<file path="config.mk">
export PLATFORM = sky130hd
export DESIGN_NAME = adc_driver_flat
export DESIGN_NICKNAME = d
export VERILOG_FILES = /design/src/rtl/adc_driver_if.sv /design/src/rtl/adc_driver.sv /design/src/flat_wrapper.sv
export SDC_FILE = /design/constraint.sdc
export NUM_CORES = 1
export LEC_CHECK = 0
export CAP_MARGIN = 20
export CORE_ASPECT_RATIO = 1.1
export CORE_MARGIN = 4
export CORE_UTILIZATION = 45
export CTS_CLUSTER_DIAMETER = 100
export DETAILED_ROUTE_END_ITERATION = 10
export GPL_ROUTABILITY_DRIVEN = 0
export PLACE_DENSITY_LB_ADDON = 0.1
export SKIP_LAST_GASP = 1
export SYNTH_ARGS = -nofsm -noshare
export SYNTH_HDL_FRONTEND = slang
export SYNTH_SLANG_ARGS = --single-unit
</file>
<file path="constraint.sdc">
create_clock -name clk -period 2.3 [get_ports clk]
set_input_delay 0.575 -clock clk [delete_from_list [all_inputs] [get_ports clk]]
set_output_delay 0.575 -clock clk [all_outputs]
set_load 0.1 [all_outputs]
</file>
<file path="src/rtl/adc_driver_if.sv">
// Pin bundle between adc_driver and an AD7606-class parallel ADC.
// master: the controller side (adc_driver). slave: the ADC / board side.
// DB is the ADC's data bus; the controller only ever listens to it, so it
// appears as an input on the master modport and is never driven from there.
interface adc_driver_if;
  logic        Busy;
  logic [15:0] DB;
  logic        convst_A;
  logic        convst_B;
  logic        convst_C;
  logic        convst_D;
  logic        read;
  logic        CS;
  logic        HW;
  logic        PAR;
  logic        adc_rst;
  logic        STBY;
  logic        write;
  logic [15:0] toMem;
  logic [2:0]  ch_idx;

  modport master (
    input  Busy, DB,
    output convst_A, convst_B, convst_C, convst_D,
    output read, CS, HW, PAR, adc_rst, STBY,
    output write, toMem, ch_idx
  );

  modport slave (
    output Busy, DB,
    input  convst_A, convst_B, convst_C, convst_D,
    input  read, CS, HW, PAR, adc_rst, STBY,
    input  write, toMem, ch_idx
  );
endinterface

</file>
<file path="src/rtl/adc_driver.sv">
// Free-running controller for an AD7606-class 8-channel ADC on its parallel
// interface: resets the ADC, pulses CONVST, waits out BUSY, then reads N_CH
// words and hands each one to the sample memory with a channel index.
//
// Memory-side strobe: write is a qualifier with no back-pressure. While it is
// high the ADC is presenting a word on DB; on the clock edge that ends the
// high window the word lands in toMem and its channel in ch_idx, and both
// hold until the next such edge. The memory must accept every word.
//
// Debug: state exposes the FSM encoding
//   0 POR, 1 CONV, 2 WAIT_HI, 3 WAIT_LO, 4 READ, 5 GAP.
module adc_driver #(
  parameter int N_CH     = 8,
  parameter int RST_CYC  = 5,
  parameter int CONV_LOW = 2,
  parameter int RD_LOW   = 3,
  parameter int RD_HIGH  = 2,
  parameter int GAP      = 4,
  parameter int BUSY_TO  = 16
) (
  input  logic          clk,
  input  logic          rst_n,
  adc_driver_if.master  bus,
  output logic [2:0]    state
);

  localparam logic [2:0] POR     = 3'd0;
  localparam logic [2:0] CONV    = 3'd1;
  localparam logic [2:0] WAIT_HI = 3'd2;
  localparam logic [2:0] WAIT_LO = 3'd3;
  localparam logic [2:0] READ    = 3'd4;
  localparam logic [2:0] GAP_ST  = 3'd5;

  // Terminal values of the shared cycle counter for each timed phase.
  localparam logic [7:0] RST_LAST  = 8'(RST_CYC - 1);
  localparam logic [7:0] CONV_LAST = 8'(CONV_LOW - 1);
  localparam logic [7:0] RDL_LAST  = 8'(RD_LOW - 1);
  localparam logic [7:0] RDH_LAST  = 8'(RD_HIGH - 1);
  localparam logic [7:0] GAP_LAST  = 8'(GAP - 1);
  localparam logic [7:0] BUSY_LAST = 8'(BUSY_TO - 1);
  localparam logic [2:0] WORD_LAST = 3'(N_CH - 1);

  logic [1:0] busy_meta;
  logic       busy_s;
  logic [7:0] cnt;
  logic [2:0] wcnt;
  logic       convst;

  // Fixed-level mode pins: word-wide parallel hardware mode, never standby.
  assign bus.HW   = 1'b0;
  assign bus.PAR  = 1'b0;
  assign bus.STBY = 1'b1;

  // All four conversion-start pins fire together (simultaneous sampling).
  assign bus.convst_A = convst;
  assign bus.convst_B = convst;
  assign bus.convst_C = convst;
  assign bus.convst_D = convst;

  // Two-flop synchronizer for the asynchronous BUSY pin.
  always_ff @(posedge clk or negedge rst_n) begin
    if (!rst_n) begin
      busy_meta <= 2'b00;
    end else begin
      busy_meta <= {busy_meta[0], bus.Busy};
    end
  end

  assign busy_s = busy_meta[1];

  // Conversion/readout sequencer; every ADC pin and the memory port are registered here.
  always_ff @(posedge clk or negedge rst_n) begin
    if (!rst_n) begin
      state       <= POR;
      cnt         <= 8'd0;
      wcnt        <= 3'd0;
      convst      <= 1'b1;
      bus.read    <= 1'b1;
      bus.CS      <= 1'b1;
      bus.write   <= 1'b0;
      bus.toMem   <= 16'd0;
      bus.ch_idx  <= 3'd0;
      bus.adc_rst <= 1'b1;
    end else begin
      case (state)
        POR: begin
          if (cnt == RST_LAST) begin
            bus.adc_rst <= 1'b0;
            convst      <= 1'b0;
            cnt         <= 8'd0;
            state       <= CONV;
          end else begin
            cnt <= cnt + 8'd1;
          end
        end
        CONV: begin
          if (cnt == CONV_LAST) begin
            convst <= 1'b1;
            cnt    <= 8'd0;
            state  <= WAIT_HI;
          end else begin
            cnt <= cnt + 8'd1;
          end
        end
        WAIT_HI: begin
          // A conversion that never reports BUSY is abandoned and re-issued.
          if (busy_s) begin
            cnt   <= 8'd0;
            state <= WAIT_LO;
          end else if (cnt == BUSY_LAST) begin
            convst <= 1'b0;
            cnt    <= 8'd0;
            state  <= CONV;
          end else begin
            cnt <= cnt + 8'd1;
          end
        end
        WAIT_LO: begin
          if (!busy_s) begin
            bus.CS    <= 1'b0;
            bus.read  <= 1'b0;
            bus.write <= 1'b1;
            wcnt      <= 3'd0;
            cnt       <= 8'd0;
            state     <= READ;
          end
        end
        READ: begin
          // The registered RD level doubles as the low/high phase marker.
          if (!bus.read) begin
            if (cnt == RDL_LAST) begin
              bus.toMem  <= bus.DB;
              bus.ch_idx <= wcnt;
              bus.read   <= 1'b1;
              bus.write  <= 1'b0;
              cnt        <= 8'd0;
            end else begin
              cnt <= cnt + 8'd1;
            end
          end else begin
            if (cnt == RDH_LAST) begin
              cnt <= 8'd0;
              if (wcnt == WORD_LAST) begin
                bus.CS <= 1'b1;
                state  <= GAP_ST;
              end else begin
                wcnt      <= wcnt + 3'd1;
                bus.read  <= 1'b0;
                bus.write <= 1'b1;
              end
            end else begin
              cnt <= cnt + 8'd1;
            end
          end
        end
        GAP_ST: begin
          if (cnt == GAP_LAST) begin
            convst <= 1'b0;
            cnt    <= 8'd0;
            state  <= CONV;
          end else begin
            cnt <= cnt + 8'd1;
          end
        end
        default: begin
          state <= POR;
          cnt   <= 8'd0;
        end
      endcase
    end
  end

endmodule

</file>
<file path="src/flat_wrapper.sv">
// flat-port wrapper written by rule: the top's interface ports become plain ports
module adc_driver_flat 
#(
  parameter int N_CH     = 8,
  parameter int RST_CYC  = 5,
  parameter int CONV_LOW = 2,
  parameter int RD_LOW   = 3,
  parameter int RD_HIGH  = 2,
  parameter int GAP      = 4,
  parameter int BUSY_TO  = 16
)
  (clk, rst_n, state, bus_Busy, bus_DB, bus_convst_A, bus_convst_B, bus_convst_C, bus_convst_D, bus_read, bus_CS, bus_HW, bus_PAR, bus_adc_rst, bus_STBY, bus_write, bus_toMem, bus_ch_idx);
  adc_driver_if bus_i ();
  input  logic clk;
  input  logic rst_n;
  output logic [2:0] state;
  input wire logic [$bits(bus_i.Busy)-1:0] bus_Busy;
  input wire logic [$bits(bus_i.DB)-1:0] bus_DB;
  output wire logic [$bits(bus_i.convst_A)-1:0] bus_convst_A;
  output wire logic [$bits(bus_i.convst_B)-1:0] bus_convst_B;
  output wire logic [$bits(bus_i.convst_C)-1:0] bus_convst_C;
  output wire logic [$bits(bus_i.convst_D)-1:0] bus_convst_D;
  output wire logic [$bits(bus_i.read)-1:0] bus_read;
  output wire logic [$bits(bus_i.CS)-1:0] bus_CS;
  output wire logic [$bits(bus_i.HW)-1:0] bus_HW;
  output wire logic [$bits(bus_i.PAR)-1:0] bus_PAR;
  output wire logic [$bits(bus_i.adc_rst)-1:0] bus_adc_rst;
  output wire logic [$bits(bus_i.STBY)-1:0] bus_STBY;
  output wire logic [$bits(bus_i.write)-1:0] bus_write;
  output wire logic [$bits(bus_i.toMem)-1:0] bus_toMem;
  output wire logic [$bits(bus_i.ch_idx)-1:0] bus_ch_idx;
  assign bus_i.Busy = bus_Busy;
  assign bus_i.DB = bus_DB;
  assign bus_convst_A = bus_i.convst_A;
  assign bus_convst_B = bus_i.convst_B;
  assign bus_convst_C = bus_i.convst_C;
  assign bus_convst_D = bus_i.convst_D;
  assign bus_read = bus_i.read;
  assign bus_CS = bus_i.CS;
  assign bus_HW = bus_i.HW;
  assign bus_PAR = bus_i.PAR;
  assign bus_adc_rst = bus_i.adc_rst;
  assign bus_STBY = bus_i.STBY;
  assign bus_write = bus_i.write;
  assign bus_toMem = bus_i.toMem;
  assign bus_ch_idx = bus_i.ch_idx;
  adc_driver #(.N_CH(N_CH), .RST_CYC(RST_CYC), .CONV_LOW(CONV_LOW), .RD_LOW(RD_LOW), .RD_HIGH(RD_HIGH), .GAP(GAP), .BUSY_TO(BUSY_TO)) u_core (.clk(clk), .rst_n(rst_n), .bus(bus_i), .state(state));
endmodule
</file>
==> key figures, run 1 <==
CTS
  – CTS tree: yes
  – Post-CTS Setup Repair Bufs: 0
  – CTS Hold Bufs: 0
  – Sink Count: 40
  – Clk pin slew, worst setup/hold paths: 0.08 ns
  – Post-CTS sizing: 0
  – Clock Root Buffer: clkbuf_8
  – Clock latency on the worst-skew pair: 0.29 ns
  – CTS max path bufs: 2
  – CTS Buf Count: 5
  – Max H-tree Level: 2

Finish
  – Layout Nets: 255
  – Diode count: 0
  – Layout cells sized above 1: 37.2%
  – Final core utilization: 61.5%
  – # fillers: 346
  – Area Overhead vs Synth: 28.4%

Die
  – Io pins: 52
  – Die X: 73.6 um
  – Initial Utilization: 47.9%
  – Core area: 4440 um^2
  – Die Y: 80.1 um
  – Row count: 25
  – Die area: 5900 um^2

Min path
  – Min-delay worst type: in2async

Global route
  – Grt ovf: 0
  – First-pass GRT wire length: 7590 um
  – GRT Util Overall: 16.5%
  – Busiest layer in global routing: met2
  – GR Util met2: 27.6%
  – Met1 GRT Util: 20.1%
  – Met3 Use GR: 4.01%
  – Largest net degree at the start of global routing: 24
  – Initial antenna violation count: 0
  – Vias in the first global route: 1606

Setup path
  – Nature of the critical path endpoint: register
  – WS Path Type: reg2reg
  – Reg2reg end: u_core.bus.toMem[11]$_DFFE_PN0P_
  – Crit start category: register
  – R2R Setup Slk: 0.16 ns
  – Worst Reg-to-Reg Cells: 5
  – Reg2reg start: u_core.cnt[5]$_DFFE_PN0N_
  – Crit-path slowest cell: or4_4
  – CP endpoint: u_core.bus.toMem[11]$_DFFE_PN0P_
  – Required time worst endpoint: 2.47 ns
  – Critical Path, Cell by Cell: or4_4, nor4_4, nand3_2, buf_4, mux2_4
  – Critical Path Max Stage Delay: 0.61 ns
  – Crit path DAT: 2.31 ns
  – Crit path from: u_core.cnt[5]$_DFFE_PN0N_
  – CP max FO: 20

STA
  – Tcrit/Tclk final: 93.2%
  – Fin. Hold Viols: 0
  – Clock Skew: 0.00678 ns
  – Slew Limit Fails: 0
  – Final setup margin: 0.156 ns
  – Setup TNS: 0 ns
  – RSZ-0062 raised after global routing: false
  – Min Tclk post-route: 2.14 ns
  – Worst Tran Pin Value: 0.545 ns
  – Achievable Freq: 0.466 GHz
  – Final setup fails: 0
  – Relative slew margins: 63.6%
  – Hold_ws: 0.211 ns

Logic synthesis
  – Syn. warnings: 0
  – Mean post-synth cell area: 11.8 um^2
  – Sequential fraction of the synthesis area: 47.3%
  – Share of flip-flops with an asynchronous set or reset: 100%
  – FF+latch count, synth: 40
  – Mapped Area: 2130 um^2
  – Top_reg_cell synth: dfrtp_1
  – Syn Inst Count: 180
  – Yosys cell types: 52
  – Number of enable flip-flop cells after synthesis: 0

Drt
  – WL/cell: 15.6 um
  – Final ANT Viol Nets: 0
  – First-pass DRT Iterations: 4
  – DR vias: 1522
  – DR DRC count: 0
  – Vias per cell: 5.34
  – Initial drt markers: 79
  – Final wirelength: 4460 um

Run status
  – Outcome: finished, final reports clean

Placed design
  – Pre-CTS setup slack: 0.155 ns
  – Placed wire-length estimate: 3470 um
  – Number of port buffers: 48

Job
  – Max_cap viols: 0
[stage by stage]
step | cells | instance area [um^2]
after floorplan | 181 | 2140
after global placement | 277 | 2640
after detailed placement | 277 | 2640
after CTS | 285 | 2730
after global routing | 285 | 2730
final | 285 | 2730
[cell usage in the layout (no fill, tap or decap), types with 4 or more instances in the layout]
cell	instances
a21oi_1	4
buf_12	6
buf_4	31
clkbuf_8	6
clkdlybuf4s50_1	17
dfrtp_1	33
dfstp_2	4
ha_1	6
inv_1	8
mux2_4	19
nand2_1	9
nand3_1	7
nor2_1	9
nor3_1	5
o21ai_0	10
o21ai_1	4
[flip-flops by register name (all words and copies together) (netlist names), 2 cells and up]
register,flops
u_core.busy_meta,2
u_core.bus.toMem,16
u_core.wcnt,3
u_core.state,3
u_core.cnt,8
u_core.bus.ch_idx,3
[cell usage after synthesis, types with 2 or more instances]
| cell | count | area [um^2] |
|---|---|---|
| conb_1 | 2 | 7.51 |
| nand3_1 | 7 | 35.0 |
| xor2_1 | 2 | 17.5 |
| dfstp_2 | 4 | 105 |
| dfrtp_1 | 36 | 901 |
| xnor2_1 | 3 | 26.3 |
| clkbuf_1 | 2 | 7.51 |
| nand2_1 | 9 | 33.8 |
| nor2_2 | 2 | 12.5 |
| nor4_4 | 2 | 42.5 |
| mux2_4 | 19 | 285 |
| ha_1 | 6 | 75.1 |
| nand3b_1 | 2 | 15.0 |
| nor2_1 | 9 | 33.8 |
| nor3_1 | 5 | 25.0 |
| inv_1 | 8 | 30.0 |
| buf_4 | 7 | 52.6 |
| o21ai_1 | 4 | 20.0 |
| a21oi_1 | 4 | 20.0 |
| buf_6 | 2 | 22.5 |
| o21ai_0 | 10 | 50.1 |
| and3_1 | 3 | 18.8 |
| o31ai_1 | 3 | 22.5 |
[how the worst min path moves through the flow]
stage                                        startpoint                                to
final                                             rst_n   u_core.bus.toMem[8]$_DFFE_PN0P_
after global placement    u_core.busy_meta[0]$_DFF_PN0_     u_core.busy_meta[1]$_DFF_PN0_
after CTS                                         rst_n   u_core.bus.toMem[8]$_DFFE_PN0P_
after detailed placement  u_core.busy_meta[0]$_DFF_PN0_     u_core.busy_meta[1]$_DFF_PN0_
after floorplan                                   rst_n  u_core.bus.ch_idx[0]$_DFFE_PN0P_
after global routing                              rst_n   u_core.bus.toMem[8]$_DFFE_PN0P_
[kinds of logic (layout without fill, tap and decap cells)]
family                   Yosys count  after routing  synth area share [%]
XOR/XNOR                           5              5                  2.06
AND/OR/NAND/NOR                   51             51                  15.4
flip-flops                        40             40                  47.3
other                              2              3                 0.353
buffers and inverters             21             71                  5.70
multiplexers                      21             21                  14.4
adder cells (fa/ha/maj)            6              6                  3.53
AO/OA/AOI/OAI                     34             34                  11.3
[layer usage]
layer	vias to the layer above	share of wire, %	routed length (um)
met2	49	50	2210
li1	725	-	-
met5	-	0	0
met3	5	7.0	312
met4	0	1.3	58
met1	743	42	1880
[critical path, delay by kind of cell, from the launching register on]
family / cells / cell delay [ns]
and+or+nand+nor: 3 / 1.00
buffers and inverters: 1 / 0.25
DFF: 1 / 0.44
muxes: 1 / 0.33
[layout make-up]
class                   instances  area (um^2)  share of cell area [%]
flip-flops and latches         40         1010                    37.0
multi-input cells             120         1000                    36.8
repair buffers                 55          528                    19.3
clock buffers                   6         82.6                    3.02
well taps                      54         67.6                    2.47
inverters                       8         30.0                    1.10
clock inverters                 2         10.0                   0.366
Power of run 1 is not shown: default switching activity piles up to over one toggle a cycle in this logic, so the estimate is an artifact.
==> run 2: changes to the inputs <==
CORE_UTILIZATION = 44   (was 45)
HOLD_SLACK_MARGIN = 0.15   (was not set)
clock period = 1.8 ns   (was 2.3 ns; I/O delays follow)
==> run 2 against run 1 <==
  * The flow now finishes with violations (negative setup slack)
  * Via count is 21% higher
  * First-iteration DRC count rose by 3.8%
  * Clock skew fell by 0.0034 ns
  * Hold slack gained 0.0083 ns
  * Critical path type unchanged
  * Critical endpoint is now u_core.cnt[0]$_DFFE_PN0N_
  * Largest cell class is now buffers
==> key figures, run 2 (synthesis gave the netlist of run 1 again) <==
Finish
  – Most frequent cells in the layout: buf_4 (51), dfrtp_1 (33), buf_12 (31) (was dfrtp_1 (33), buf_4 (31), mux2_4 (19))
  – Final core utilization: 77.7% (was 61.5%)
  – Layout cells sized above 1: 55.4% (was 37.2%)
  – Register area: 1020 um^2 (was 1010 um^2)
  – Max reg flops: 16 (unchanged)
  – Reg with most FFs: u_core.bus.toMem (unchanged)
  – Diode count: 0 (unchanged)
  – Final instance area: 3610 um^2 (was 2730 um^2)
  – # fillers: 280 (was 346)
  – Multi-input logic area: 1160 um^2 (was 1000 um^2)
  – Area Overhead vs Synth: 69.8% (was 28.4%)
  – Most common cell after layout, fill and taps aside: buf_4 (was dfrtp_1)
  – Biggest regs: u_core.bus.toMem (16), u_core.cnt (8) (unchanged)
  – Layout Nets: 304 (was 255)

Setup path
  – Crit-path most repeated cell: buf_4
  – Nature of the critical path endpoint: register (unchanged)
  – WS Path Type: reg2reg (unchanged)
  – Critical Path Max Stage Delay: 0.58 ns (was 0.61 ns)
  – Crit path DAT: 2.21 ns (was 2.31 ns)
  – Critical Path, Cell by Cell: or4_4, buf_6, nor3_4, a221oi_4, buf_4, nor2_4, buf_4, o21ai_1 (was or4_4, nor4_4, nand3_2, buf_4, mux2_4)
  – R2R Setup Slk: -0.23 ns (was 0.16 ns)
  – Crit start category: register (unchanged)
  – Required time worst endpoint: 1.98 ns (was 2.47 ns)
  – Crit-path slowest cell: or4_4 (unchanged)
  – CP max FO: 7 (was 20)

Global route
  – Grt ovf: 0 (unchanged)
  – First-pass GRT wire length: 9290 um (was 7590 um)
  – Vias in the first global route: 1936 (was 1606)
  – GRT Util Overall: 20.2% (was 16.5%)
  – Initial antenna violation count: 0 (unchanged)
  – Largest net degree at the start of global routing: 41 (was 24)

CTS
  – CTS max path bufs: 2 (unchanged)
  – Max H-tree Level: 2 (unchanged)
  – CTS Buf Count: 5 (unchanged)
  – CTS Hold Bufs: 0 (unchanged)
  – Clock Root Buffer: clkbuf_8 (unchanged)
  – Clk pin slew, worst setup/hold paths: 0.08 ns (about the same)
  – Sink Count: 40 (unchanged)
  – Clock latency on the worst-skew pair: 0.29 ns (about the same)
  – CTS tree: yes (unchanged)

Drt
  – Final ANT Viol Nets: 0 (unchanged)
  – DR vias: 1837 (was 1522)
  – Vias per cell: 5.47 (was 5.34)
  – Initial drt markers: 82 (was 79)
  – DR DRC count: 0 (unchanged)
  – WL/cell: 17.9 um (was 15.6 um)
  – First-pass DRT Iterations: 4 (unchanged)
  – Final wirelength: 6020 um (was 4460 um)

STA
  – Achievable Freq: 0.493 GHz (was 0.466 GHz)
  – Slew Limit Fails: 0 (unchanged)
  – Final setup fails: 33 (was 0)
  – Tcrit/Tclk final: 113% (was 93.2%)
  – Fin. Hold Viols: 0 (unchanged)
  – Min Tclk post-route: 2.03 ns (was 2.14 ns)
  – Relative slew margins: 66.4% (was 63.6%)
  – Hold_ws: 0.219 ns (was 0.211 ns)
  – Clock Skew: 0.00343 ns (was 0.00678 ns)
  – Worst Tran Pin Value: 0.504 ns (was 0.545 ns)
  – Final setup margin: -0.230 ns (was 0.156 ns)
  – RSZ-0062 raised after global routing: true (was false)

Placed design
  – Placement Cell Area: 3200 um^2 (was 2640 um^2)
  – Placed wire-length estimate: 4050 um (was 3470 um)
  – Pre-CTS setup slack: -0.222 ns (was 0.155 ns)
  – Number of port buffers: 48 (unchanged)

Die
  – Die X: 74.3 um (was 73.6 um)
  – Core area: 4650 um^2 (was 4440 um^2)
  – Io pins: 52 (unchanged)
  – Row count: 26 (was 25)
  – Initial Utilization: 45.8% (was 47.9%)
  – Die area: 6020 um^2 (was 5900 um^2)
  – Die Y: 80.9 um (was 80.1 um)

Run status
  – Failing checks: negative setup slack
  – Outcome: finished, violations left (was finished, final reports clean)

Job
  – Max_cap viols: 0 (unchanged)

Min path
  – Min-delay worst type: in2async (unchanged)
==> run 2: cell types whose count changed in the layout (fill, tap and decap cells not counted), moves of 3 or more <==
cell / delta
o21ai_0: -5
a21oi_1: -3
ha_1: -3
buf_12: +25
buf_4: +20
buf_6: +4
ha_2: +3
==> run 2: critical path: cells and delay by family (launching register included) <==
kind	cells	cell delay [ns]
buffers and inverters	3	0.46
AO/OA/AOI/OAI	2	0.20
flip-flops	1	0.39
AND/OR/NAND/NOR	3	0.87
==> run 2: worst paths after layout <==
path	start	to	cells after the start
worst max-delay path	u_core.cnt[5]$_DFFE_PN0N_	u_core.cnt[0]$_DFFE_PN0N_	8
worst min-delay path	rst_n	u_core.wcnt[0]$_DFFE_PN0P_	2
worst min register to register	u_core.busy_meta[0]$_DFF_PN0_	u_core.busy_meta[1]$_DFF_PN0_	0
worst max register to register	u_core.cnt[5]$_DFFE_PN0N_	u_core.cnt[0]$_DFFE_PN0N_	8
max in group asynchronous	rst_n	u_core.state[2]$_DFFE_PN0P_	2
min in group clk	u_core.busy_meta[0]$_DFF_PN0_	u_core.busy_meta[1]$_DFF_PN0_	0
==> run 2: repair_timing <==
item / CTS / global route
endpoints found under the setup margin: 35 / 36
cloned: 0 / 0
resized for setup: 17 / 19
buffers inserted: 13 / 7
pin swaps: 12 / 9
==> run 2: final cells by class <==
class	instances	area share, %
inverters	8	0.831
clock inverters	2	0.969
well taps	56	1.94
flip-flops and latches	40	28.2
multi-input cells	120	32.2
repair buffers	104	33.9
clock buffers	6	2.01
==> run 2: stage by stage <==
step	cells	setup TNS, ns
after floorplan	181	-6.77
after global placement	309	-3.25
after detailed placement	309	-5.13
after CTS	330	-4.63
after global routing	336	-7.89
final	336	-6.00
==> run 2: metal layers <==
metal	global-route usage, %	vias to the layer above	share of wire (%)
met5	0	-	0
met4	7.12	0	1.2
met3	4.58	8	6.1
met2	35.5	69	53
met1	23.9	930	39
li1	-	830	-
Power of run 2 is left out for the same reason.
==> run 3: changes to the inputs <==
CAP_MARGIN = 25   (was 20)
CORE_MARGIN = 2   (was 4)
==> run 3 against run 2 <==
  * The flow still finishes with violations (negative setup slack)
  * Global-route usage rose by 1.8 points
  * Die area fell by 10%
  * Critical path depth fell by 2
  * Sequential share of layout area rose by 0.16 points
  * First-iteration DRC count rose by 54%
  * Clock-buffer cell count rose by 1
  * Wire length fell by 4.2%
  * Sequential cell count did not move
  * Cell count fell by 0.89%
  * Non-clock buffer count fell by 4
  * Critical path type unchanged
==> key figures, run 3 (synthesis gave the netlist of run 1 again) <==
Setup path
  – Crit path from: u_core.cnt[5]$_DFFE_PN0N_ (unchanged)
  – Crit-path slowest cell: or4_4 (unchanged)
  – CP max FO: 5 (was 7)
  – R2R Setup Slk: -0.14 ns (was -0.23 ns)
  – Nature of the critical path endpoint: register (unchanged)
  – Required time worst endpoint: 1.96 ns (was 1.98 ns)
  – Top delay family on crit path: simple AND/OR/NAND/NOR gates (unchanged)
  – Crit path DAT: 2.10 ns (was 2.21 ns)
  – Crit start category: register (unchanged)
  – Reg2reg start: u_core.cnt[5]$_DFFE_PN0N_ (unchanged)
  – WP buf/inv: 1 (was 3)
  – Critical Path Max Stage Delay: 0.57 ns (was 0.58 ns)
  – WS Path Type: reg2reg (unchanged)
  – Critical Path, Cell by Cell: or4_4, buf_6, nor3_4, a221oi_4, nor4_4, o32ai_2 (was or4_4, buf_6, nor3_4, a221oi_4, buf_4, nor2_4, buf_4, o21ai_1)

STA
  – Relative slew margins: 66.2% (was 66.4%)
  – Setup TNS: -3.21 ns (was -6.00 ns)
  – RSZ-0062 raised after global routing: true (unchanged)
  – Clock Skew: 0.00748 ns (was 0.00343 ns)
  – Fin. Hold Viols: 0 (unchanged)
  – Worst Tran Pin Value: 0.507 ns (was 0.504 ns)
  – Slew Limit Fails: 0 (unchanged)
  – Achievable Freq: 0.516 GHz (was 0.493 GHz)
  – Final setup fails: 32 (was 33)
  – Min Tclk post-route: 1.94 ns (was 2.03 ns)
  – Final setup margin: -0.140 ns (was -0.230 ns)
  – Tcrit/Tclk final: 108% (was 113%)

Die
  – Die Y: 76.9 um (was 80.9 um)
  – Core area: 4650 um^2 (unchanged)
  – Die X: 70.3 um (was 74.3 um)
  – Initial Utilization: 45.8% (unchanged)
  – Die area: 5410 um^2 (was 6020 um^2)
  – Io pins: 52 (unchanged)
  – Row count: 26 (unchanged)

Finish
  – Final non-filler cell total: 333 (was 336)
  – Most frequent cells in the layout: buf_4 (44), dfrtp_1 (33), buf_12 (32) (was buf_4 (51), dfrtp_1 (33), buf_12 (31))
  – Most common cell after layout, fill and taps aside: buf_4 (unchanged)
  – Layout Nets: 301 (was 304)
  – Max reg flops: 16 (unchanged)
  – Reg with most FFs: u_core.bus.toMem (unchanged)
  – Area Overhead vs Synth: 68.9% (was 69.8%)
  – Diode count: 0 (unchanged)
  – Biggest regs: u_core.bus.toMem (16), u_core.cnt (8) (unchanged)
  – Layout cells sized above 1: 52.7% (was 55.4%)

Drt
  – WL/cell: 17.3 um (was 17.9 um)
  – Final wirelength: 5760 um (was 6020 um)
  – DR DRC count: 0 (unchanged)
  – DR vias: 1807 (was 1837)
  – Vias per cell: 5.43 (was 5.47)
  – Final ANT Viol Nets: 0 (unchanged)
  – First-pass DRT Iterations: 4 (unchanged)
  – Initial drt markers: 126 (was 82)

Placed design
  – # placed instances: 311 (was 309)
  – Number of port buffers: 48 (unchanged)
  – Placed wire-length estimate: 3940 um (was 4050 um)

CTS
  – CTS Buf Count: 5 (unchanged)
  – CTS max path bufs: 2 (unchanged)
  – Clk pin slew, worst setup/hold paths: 0.07 ns (was 0.08 ns)
  – CTS tree: yes (unchanged)
  – Max H-tree Level: 2 (unchanged)
  – Sink Count: 40 (unchanged)
  – Clock latency on the worst-skew pair: 0.29 ns (about the same)
  – Clock Root Buffer: clkbuf_8 (unchanged)

Min path
  – Worst Hold Launch: u_core.busy_meta[0]$_DFF_PN0_
  – Min-delay worst type: reg2reg (was in2async)

Global route
  – Largest net degree at the start of global routing: 22 (was 41)
  – Initial antenna violation count: 0 (unchanged)
  – GRT Util Overall: 22.0% (was 20.2%)
  – Vias in the first global route: 1899 (was 1936)
  – Grt ovf: 0 (unchanged)
  – First-pass GRT wire length: 9420 um (was 9290 um)

Run status
  – Failing checks: negative setup slack (unchanged)
  – Outcome: finished, violations left (unchanged)

Job
  – Max_cap viols: 0 (unchanged)
==> run 3: cell types whose count changed in the layout (fill, tap and decap cells not counted), sizes merged <==
cell         delta
clkbuf          +1
a221oi          +1
dlygate4sd3     +1
buf             -5
clkinv          -1
==> run 3: what timing repair did <==
item | in CTS | in global routing
cloned | 1 | 0
hold buffers | 1 | 0
buffers inserted | 10 | 3
hold endpoints to repair | 15 | 0
setup endpoints to repair | 34 | 37
pin swaps | 11 | 8
resized for setup | 9 | 16
==> run 3: final timing paths <==
check | end | cells past startpoint
min in group asynchronous | u_core.wcnt[1]$_DFFE_PN0P_ | 2
min reg2reg | u_core.busy_meta[1]$_DFF_PN0_ | 0
max | u_core.cnt[5]$_DFFE_PN0N_ | 6
max reg2reg | u_core.cnt[5]$_DFFE_PN0N_ | 6
max in group asynchronous | u_core.bus.toMem[11]$_DFFE_PN0P_ | 3
min | u_core.busy_meta[1]$_DFF_PN0_ | 0
==> run 3: worst reg2reg max path, stage by stage (launching register included) <==
cell      delay [ns]
dfrtp_1         0.39
or4_4           0.57
buf_6           0.15
nor3_4          0.18
a221oi_4        0.14
nor4_4          0.26
o32ai_2         0.12
==> run 3: through the flow <==
stage / worst slack (ns) / cell area, um^2 / utilization, % / hold slack (ns)
floorplan: -0.287 / 2170 / - / 0.154
finish: -0.140 / 3590 / 77.3 / 0.361
global placement: -0.143 / 3230 / 69.4 / 0.333
detailed placement: -0.173 / 3230 / 69.4 / 0.340
CTS: -0.135 / 3500 / 75.1 / 0.357
global route: -0.257 / 3590 / 77.3 / 0.373
==> run 3: metal layers <==
layer / up-vias / wire (um) / GRT usage, % / part of all wire [%]
li1: 826 / - / - / -
met1: 897 / 2290 / 25.6 / 40
met2: 65 / 3050 / 40.1 / 53
met3: 19 / 249 / 3.68 / 4.3
met4: 0 / 174 / 7.69 / 3.0
met5: - / 0 / 0 / 0
==> run 3: final cells by class <==
type,count,area (um^2)
Timing Repair Buffer,100,1210
Multi-Input combinational cell,121,1140
Fill cell,285,1060
Sequential cell,40,1020
Clock buffer,7,96.3
Tap cell,56,70.1
Clock inverter,1,30.0
Inverter,8,30.0
Power of run 3 is left out for the same reason.
